## config.mk

```make
export PLATFORM = sky130hd
export DESIGN_NAME = slice_reg_array
export DESIGN_NICKNAME = d
export VERILOG_FILES = /design/src/rtl/slice_reg_pkg.sv /design/src/rtl/slice_reg_cell.sv /design/src/rtl/slice_reg_array.sv
export SDC_FILE = /design/constraint.sdc
export NUM_CORES = 1
export LEC_CHECK = 0
export CAP_MARGIN = 20
export CORE_UTILIZATION = 35
export DETAILED_ROUTE_END_ITERATION = 8
export PLACE_DENSITY_LB_ADDON = 0.2
export SLEW_MARGIN = 20
export SYNTH_ARGS = -nofsm -noshare
export SYNTH_HDL_FRONTEND = slang
export SYNTH_SLANG_ARGS = --single-unit
```

## constraint.sdc

```tcl
create_clock -name clk -period 2.4 [get_ports clk]
set_input_delay 0.36 -clock clk [delete_from_list [all_inputs] [get_ports clk]]
set_output_delay 0.36 -clock clk [all_outputs]
set_load 0.05 [all_outputs]
```

## src/rtl/slice_reg_pkg.sv

```systemverilog
// Shared types for the slice register array: the per-slice config byte layout,
// the register-mode enums and the config loader states.
package slice_reg_pkg;

    localparam int CFG_W       = 8;
    localparam int REG_FIELD_W = 3;
    localparam int BIT_REGSET0 = 0;
    localparam int BIT_SEL0    = 1;
    localparam int BIT_LSRMOD0 = 2;
    localparam int BIT_REGSET1 = 3;
    localparam int BIT_SEL1    = 4;
    localparam int BIT_LSRMOD1 = 5;
    localparam int BIT_GSR     = 6;
    localparam int BIT_SRMODE  = 7;

    typedef enum logic {REGSET_RESET = 1'b0, REGSET_SET   = 1'b1} regset_e;
    typedef enum logic {SEL_DL       = 1'b0, SEL_DF       = 1'b1} sel_e;
    typedef enum logic {LSRMODE_LSR  = 1'b0, LSRMODE_PRLD = 1'b1} lsrmode_e;
    typedef enum logic {SRMODE_LSR_OVER_CE = 1'b0, SRMODE_ASYNC = 1'b1} srmode_e;

    typedef enum logic [1:0] {ST_IDLE = 2'd0, ST_LOAD = 2'd1, ST_RUN = 2'd2} state_e;

    // One register's 3-bit field; MSB-first so it lines up with the byte layout.
    typedef struct packed {
        lsrmode_e lsrmode;
        sel_e     sel;
        regset_e  regset;
    } reg_cfg_t;

    typedef struct packed {
        srmode_e  srmode;
        logic     gsr_en;
        reg_cfg_t reg1;
        reg_cfg_t reg0;
    } slice_cfg_t;

endpackage

```

## src/rtl/slice_reg_cell.sv

```systemverilog
// One SLICE register pair (Q0/Q1) with GSR, LSR/PRLD, clock enable and the
// optional combinational ASYNC LSR override on the outputs.
module slice_reg_cell
    import slice_reg_pkg::*;
(
    input  logic       clk,
    input  logic       rst,
    input  slice_cfg_t cfg,
    input  logic       run,
    input  logic       gsr,
    input  logic       ce,
    input  logic       lsr,
    input  logic [1:0] dl,
    input  logic [1:0] df,
    input  logic [1:0] m,
    output logic [1:0] q
);

    reg_cfg_t [1:0] rc;
    logic [1:0]     init;
    logic [1:0]     lsr_tgt;
    logic [1:0]     d_sel;
    logic [1:0]     q_reg;

    assign rc = {cfg.reg1, cfg.reg0};

    always_comb begin
        init    = '0;
        lsr_tgt = '0;
        d_sel   = '0;
        for (int k = 0; k < 2; k++) begin
            init[k]    = (rc[k].regset == REGSET_SET);
            lsr_tgt[k] = (rc[k].lsrmode == LSRMODE_PRLD) ? m[k] : init[k];
            d_sel[k]   = (rc[k].sel == SEL_DF) ? df[k] : dl[k];
        end
    end

    // While not running, track the init value so the edge entering RUN lands on it.
    always_ff @(posedge clk) begin
        if (rst)                     q_reg <= '0;
        else if (!run)               q_reg <= init;
        else if (gsr && cfg.gsr_en)  q_reg <= init;
        else if (lsr)                q_reg <= lsr_tgt;
        else if (ce)                 q_reg <= d_sel;
    end

    assign q = !run ? 2'b00
             : (cfg.srmode == SRMODE_ASYNC && lsr) ? lsr_tgt
             : q_reg;

endmodule

```

## src/rtl/slice_reg_array.sv

```systemverilog
// Array of SLICE register pairs: a byte-per-slice config loader followed by
// cycle-accurate register behaviour once every slice is configured.
module slice_reg_array
    import slice_reg_pkg::*;
#(
    parameter int NUM_SLICES = 4
) (
    input  logic                    clk,
    input  logic                    rst,
    input  logic                    cfg_valid,
    input  logic [CFG_W-1:0]        cfg_data,
    output logic                    cfg_ready,
    output logic                    cfg_done,
    input  logic                    gsr,
    input  logic [NUM_SLICES-1:0]   ce,
    input  logic [NUM_SLICES-1:0]   lsr,
    input  logic [2*NUM_SLICES-1:0] dl,
    input  logic [2*NUM_SLICES-1:0] df,
    input  logic [2*NUM_SLICES-1:0] m,
    output logic [2*NUM_SLICES-1:0] q
);

    localparam int CW = $clog2(NUM_SLICES + 1);

    state_e                       state_q, state_d;
    logic [CW-1:0]                cnt_q;
    slice_cfg_t [NUM_SLICES-1:0]  cfg_q, cfg_d;
    logic                         accept;
    logic                         last;
    logic                         run;

    assign cfg_ready = (state_q != ST_RUN);
    assign cfg_done  = (state_q == ST_RUN);
    assign run       = (state_q == ST_RUN);
    assign accept    = cfg_valid && cfg_ready;
    assign last      = (cnt_q == CW'(NUM_SLICES - 1));

    always_comb begin
        state_d = state_q;
        case (state_q)
            ST_IDLE: if (accept) state_d = last ? ST_RUN : ST_LOAD;
            ST_LOAD: if (accept && last) state_d = ST_RUN;
            ST_RUN:  state_d = ST_RUN;
            default: state_d = ST_IDLE;
        endcase
    end

    always_comb begin
        cfg_d = cfg_q;
        for (int i = 0; i < NUM_SLICES; i++)
            if (accept && cnt_q == CW'(i)) cfg_d[i] = slice_cfg_t'(cfg_data);
    end

    always_ff @(posedge clk) begin
        if (rst) begin
            state_q <= ST_IDLE;
            cnt_q   <= '0;
            cfg_q   <= '0;
        end else begin
            state_q <= state_d;
            cfg_q   <= cfg_d;
            if (accept) cnt_q <= cnt_q + CW'(1);
        end
    end

    // Cells see the post-write config so the last byte's init is ready at the RUN edge.
    for (genvar s = 0; s < NUM_SLICES; s++) begin : g_slice
        slice_reg_cell u_cell (
            .clk (clk),
            .rst (rst),
            .cfg (cfg_d[s]),
            .run (run),
            .gsr (gsr),
            .ce  (ce[s]),
            .lsr (lsr[s]),
            .dl  (dl[2*s +: 2]),
            .df  (df[2*s +: 2]),
            .m   (m[2*s +: 2]),
            .q   (q[2*s +: 2])
        );
    end

endmodule
```

-- After elaboration in Yosys (flattened, before gate mapping)
Cells that the tools add are included.
- add/subtract/negate cells: 1
- equal/unequal tests: 12
- mux-type cells: 48
- reduce and logical (&&, ||, !) cells: 16
- operators with widths (kind ; number):
    2-bit 2-to-1 mux ; 27
    8-bit 2-to-1 mux ; 4
    1-bit 2-to-1 mux ; 16
    1-bit logical AND ; 13
    4-bit by 3-bit != test with 1-bit output, second input constant ; 3
    3-bit by 2-bit equality test with 1-bit output, second input constant ; 2
    2-bit != test, second input constant ; 3
    2-bit one-hot mux with 3 select lines ; 1
    4-bit != test, second input constant ; 1
    3-bit by 1-bit adder with 3-bit output, second input constant ; 1
    3-bit by 1-bit equality test with 1-bit output, second input constant ; 1
    3-bit zero test ; 1
    2-bit by 1-bit equality test with 1-bit output, second input constant ; 1
    2-bit equality test, second input constant ; 1
    2-bit zero test ; 1
    2-bit AND reduction ; 1
- bits in registers: 45
- input port bits: 44
- output and inout port bits: 10
- logic and storage cells: 115

-- Logic depth before layout (Yosys ltp)
- depth after elaboration: 9
- gate-level depth with buffers: 9
- gate-level depth less buffers: 7

-- By module
A second synthesis with hierarchy kept.
- cell total of the unflattened synthesis: 241
- area, all modules: 2592.5 µm²
- by module, submodules not included (module ; times used ; cells an instance ; area an instance (µm²) ; seq. area each (µm²)):
    slice_reg_array ; 1 ; 145 ; 1771.7 ; 740.7
    slice_reg_cell ; 4 ; 24 ; 205.2 ; 40.0

-- Least setup slack after synthesis
No wires, ideal clock.
- kind: register -> output
- start point: register state_q[0]
- end point: output q[4]
- arrival time: 2.811 ns
- data required time: 2.040 ns
- path slack: -0.771 ns
- stages on the path, launching flop included: 10
- path buffers: 2
- path through: dfxtp_1 inv_1 ha_1 buf_6 nor4bb_2 buf_4 mux2i_1 o221ai_2 o31a_1 nor2_1
- elaborated cells on any way between the ends: 9
- classes of those cells: eq/ne: 2; mux: 4; reduce/logical: 3
- RTL lines (element ; RTL line ; source):
    start: declaration ; slice_reg_array.sv:25 ; state_e state_q, state_d;
    start signal: assignment ; slice_reg_array.sv:60 ; state_q <= state_d;
    2-bit equality test ; n/a ;
    via cfg_done ; slice_reg_array.sv:13 ; output logic cfg_done,
    2-bit 2-to-1 mux ; slice_reg_cell.sv:47 ; assign q = !run ? 2'b00
    end: declaration ; slice_reg_array.sv:20 ; output logic [2*NUM_SLICES-1:0] q
The timed path passes the listed nets, and every way through them passes these cells.

-- Final worst setup path
- start point: register state_q[0]
- end point: output q[3]
- word-level cells in the longest chain between the ends: 7
- elaborated cells on any way between the ends: 9
- classes of those cells: eq/ne: 2; mux: 4; reduce/logical: 3
- RTL lines (element ; RTL line ; source):
    2-bit != test ; slice_reg_array.sv:32 ; assign cfg_ready = (state_q != ST_RUN);
    1-bit logical AND ; slice_reg_array.sv:35 ; assign accept = cfg_valid && cfg_ready;
    1-bit logical AND ; slice_reg_array.sv:51 ; if (accept && cnt_q == CW'(i)) cfg_d[i] = slice_cfg_t'(cfg_data);
    8-bit 2-to-1 mux ; slice_reg_array.sv:51 ;
    1-bit 2-to-1 mux or 1-bit logical AND (tied branches) ; slice_reg_cell.sv:33, slice_reg_cell.sv:48 ;
    2-bit 2-to-1 mux ; slice_reg_cell.sv:48 ; : (cfg.srmode == SRMODE_ASYNC && lsr) ? lsr_tgt
    2-bit 2-to-1 mux * ; slice_reg_cell.sv:47 ;
Every way passes the cells marked *; elsewhere a longest branch is shown, timed or not.

==> key figures <==
Logic synthesis
  – Top cells by count, synth: dfxtp_1 (45), nor2_1 (45), mux2i_1 (36)
  – Leading area contributor after synthesis: dfxtp_1
  – Cells after Synth: 272
  – Area share of the largest cell type after synthesis: 37.7%
  – Ys Warns: 0
  – Mean area per synthesized cell: 8.79 um2
  – Sequential share of the synthesized area: 37.7%
  – Ys async rst share: 0%
  – Yosys cell types: 48
  – FF+latch count, synth: 45
  – Number of synthesized flops with an enable pin: 0
  – Net count after synthesis: 325
  – Ranking of synthesized cells by area: dfxtp_1 (38%), mux2i_1 (15%), nor2_1 (7.1%), ha_1 (4.7%), nand2_1 (4.1%)
  – Ys flop type: dfxtp_1
  – Synthesized cell area: 2390 um2

Clock tree
  – Clock Tree Root: clkbuf_8
  – Clk_lat worst skew: 300 ps
  – Clock Path Buffers: 2
  – Clock buffer count from CTS: 5
  – CTS H-tree lvls: 2
  – TritonCTS clock tree: yes
  – Clk sink count: 45
  – CTS clk-pin slew, worst paths: 90 ps

Pwr
  – Power per cell area: 736 nW/um2
  – Max rail drop VDD: 0.295 mV
  – Final Power: 2.87 mW
  – LEAKAGE: 1.57 nW

Outcome
  – Failing checks: setup timing
  – Status: complete, but fails checks

Route
  – DR pass1 iterations: 6
  – Initial DRC Count: 97
  – Final ANT Viol Nets: 0
  – Per-cell routed wire length: 15.0 um
  – Drt total wl: 6860 um
  – DRC Markers: 0
  – Vias: 2,383
  – Drt via density: 5.20

Placed design
  – Final GP Congestion: 0.831
  – Port Buffer Count: 53
  – Inst Count DP: 431
  – Post-place instance area: 3390 um2
  – Dpl hpwl: 5040 um

Setup path
  – Worst-path maximum fanout: 5
  – CP Class: flip-flop to output pin
  – CP Capture Type: output pin
  – Startpoint Class: flip-flop
  – Crit path DAT: 2260 ps
  – CP required: 2040 ps

Timing
  – Final setup violation count: 8
  – Hold slack: 463 ps
  – Layout Skew: 8.42 ps
  – Fin crit share: 109%
  – RSZ-0062 raised after global routing: yes
  – Max_slew headroom: 67.4%
  – Min cycle time layout: 2620 ps
  – Slew @ Worst Pin: 487 ps
  – Setup WS post-layout: -225 ps
  – FMAX: 381 MHz
  – Final slew viol count: 0
  – Final Hold Viols: 0

Finish
  – Area occupied by multi-input gates: 1660 um2
  – Final Net Count: 433
  – Final instance area: 3900 um2
  – Filler cells: 561
  – Antenna cells: 0
  – Layout Area Growth over Synthesis: 63.1%
  – Layout cells sized above 1: 32.8%
  – Final non-filler cell total: 458
  – Sequential cell area: 910 um2
  – Largest register FFs: 32

Global routing
  – Initial antenna violation count: 0
  – GRT overflow: 0
  – First-pass GRT wire length: 11,300 um
  – Number of global-route vias before repair: 2,406
  – Largest net degree at the start of global routing: 33
  – Total track usage: 20.2%

Die
  – Die area: 7170 um2
  – Die Ht: 84.7 um
  – Top Ports: 54
  – # rows: 29
  – Core ar.: 6460 um2
  – Initial Util: 37.0%
  – Width of the die: 84.7 um

Min path
  – Worst hold path class: flip-flop to flip-flop

Run
  – Max cap viols: 0
[power by group]
part / switching [mW] / internal (mW)
clock network: 0.253 / 0.340
registers: 0.0671 / 0.847
logic: 0.654 / 0.710
total: 0.975 / 1.90
[metrics by stage]
| stage | setup TNS, ps | setup slack (ps) | util (%) |
|---|---|---|---|
| after floorplan | -265 | -142 | - |
| after global placement | -1530 | -294 | 52.5 |
| after detailed placement | -1630 | -333 | 52.5 |
| after CTS | -1440 | -269 | 58.5 |
| after global routing | -2120 | -344 | 60.4 |
| final | -1300 | -225 | 60.4 |
[worst paths after layout]
kind / start / end / slack, ps / cells after the start
hold reg to reg: cfg_q[30]$_SDFF_PP0_ / cfg_q[30]$_SDFF_PP0_ / 460 / 2
setup reg to reg: state_q[0]$_SDFFE_PP0P_ / g_slice[1].u_cell.q_reg[0]$_SDFFE_PP0P_ / 170 / 13
setup / recovery: state_q[0]$_SDFFE_PP0P_ / q[3] / -220 / 8
hold / removal: cfg_q[30]$_SDFF_PP0_ / cfg_q[30]$_SDFF_PP0_ / 460 / 2
[critical path: stages (launching register included)]
cell,delay [ps]
dfxtp_4,370
inv_4,40
ha_4,170
and4bb_4,410
mux2i_4,270
o221ai_2,140
mux2_4,290
nor2_4,130
buf_12,150
[per-layer routing]
layer | up-vias | global-route usage (%) | share of wire, %
met1 | 1117 | 25.2 | 45
met4 | 0 | 6.16 | 1.9
met2 | 67 | 35.4 | 49
met5 | - | 0 | 0
met3 | 14 | 3.74 | 4.7
li1 | 1185 | - | -
[cell families (layout without fill, tap and decap cells)]
family                   after synthesis  after routing  share of synthesized area [%]
flip-flops                            45             45                           37.7
multiplexers                          39             39                           16.6
buffers and inverters                 23            132                           4.55
AND/OR/NAND/NOR                      102            102                           20.1
AO/OA/AOI/OAI                         53             53                           16.0
XOR/XNOR                               1              1                          0.366
adder cells (fa/ha/maj)                9              9                           4.71
[final cells by class]
| class | count | area share [%] |
|---|---|---|
| clock inverter | 1 | 0.770 |
| clock buffer | 7 | 2.21 |
| sequential | 45 | 23.3 |
| tap | 77 | 2.47 |
| timing repair buffer | 112 | 27.4 |
| inverter | 12 | 1.22 |
| multi-input combinational | 204 | 42.6 |
[repair_timing]
item / CTS / global route
gates resized for setup: 35 / 22
pin swaps: 7 / 5
buffers inserted: 18 / 3
hold buffers: 0 / 0
endpoints found under the setup margin: 8 / 9
[cells in the final DEF, fill, tap and decap left out, types with 7 or more instances in the layout]
cell type / netlist / routed
nand2_1: 26 / 25
mux2i_1: 36 / 25
buf_6: 2 / 8
inv_1: 11 / 9
nor2_1: 45 / 38
buf_12: 0 / 7
buf_4: 1 / 53
clkdlybuf4s50_1: 0 / 43
mux2i_4: 0 / 8
dfxtp_1: 45 / 42
a21oi_1: 15 / 15
nor2_4: 0 / 7
Note: power is estimated with default switching activity, not from simulation.
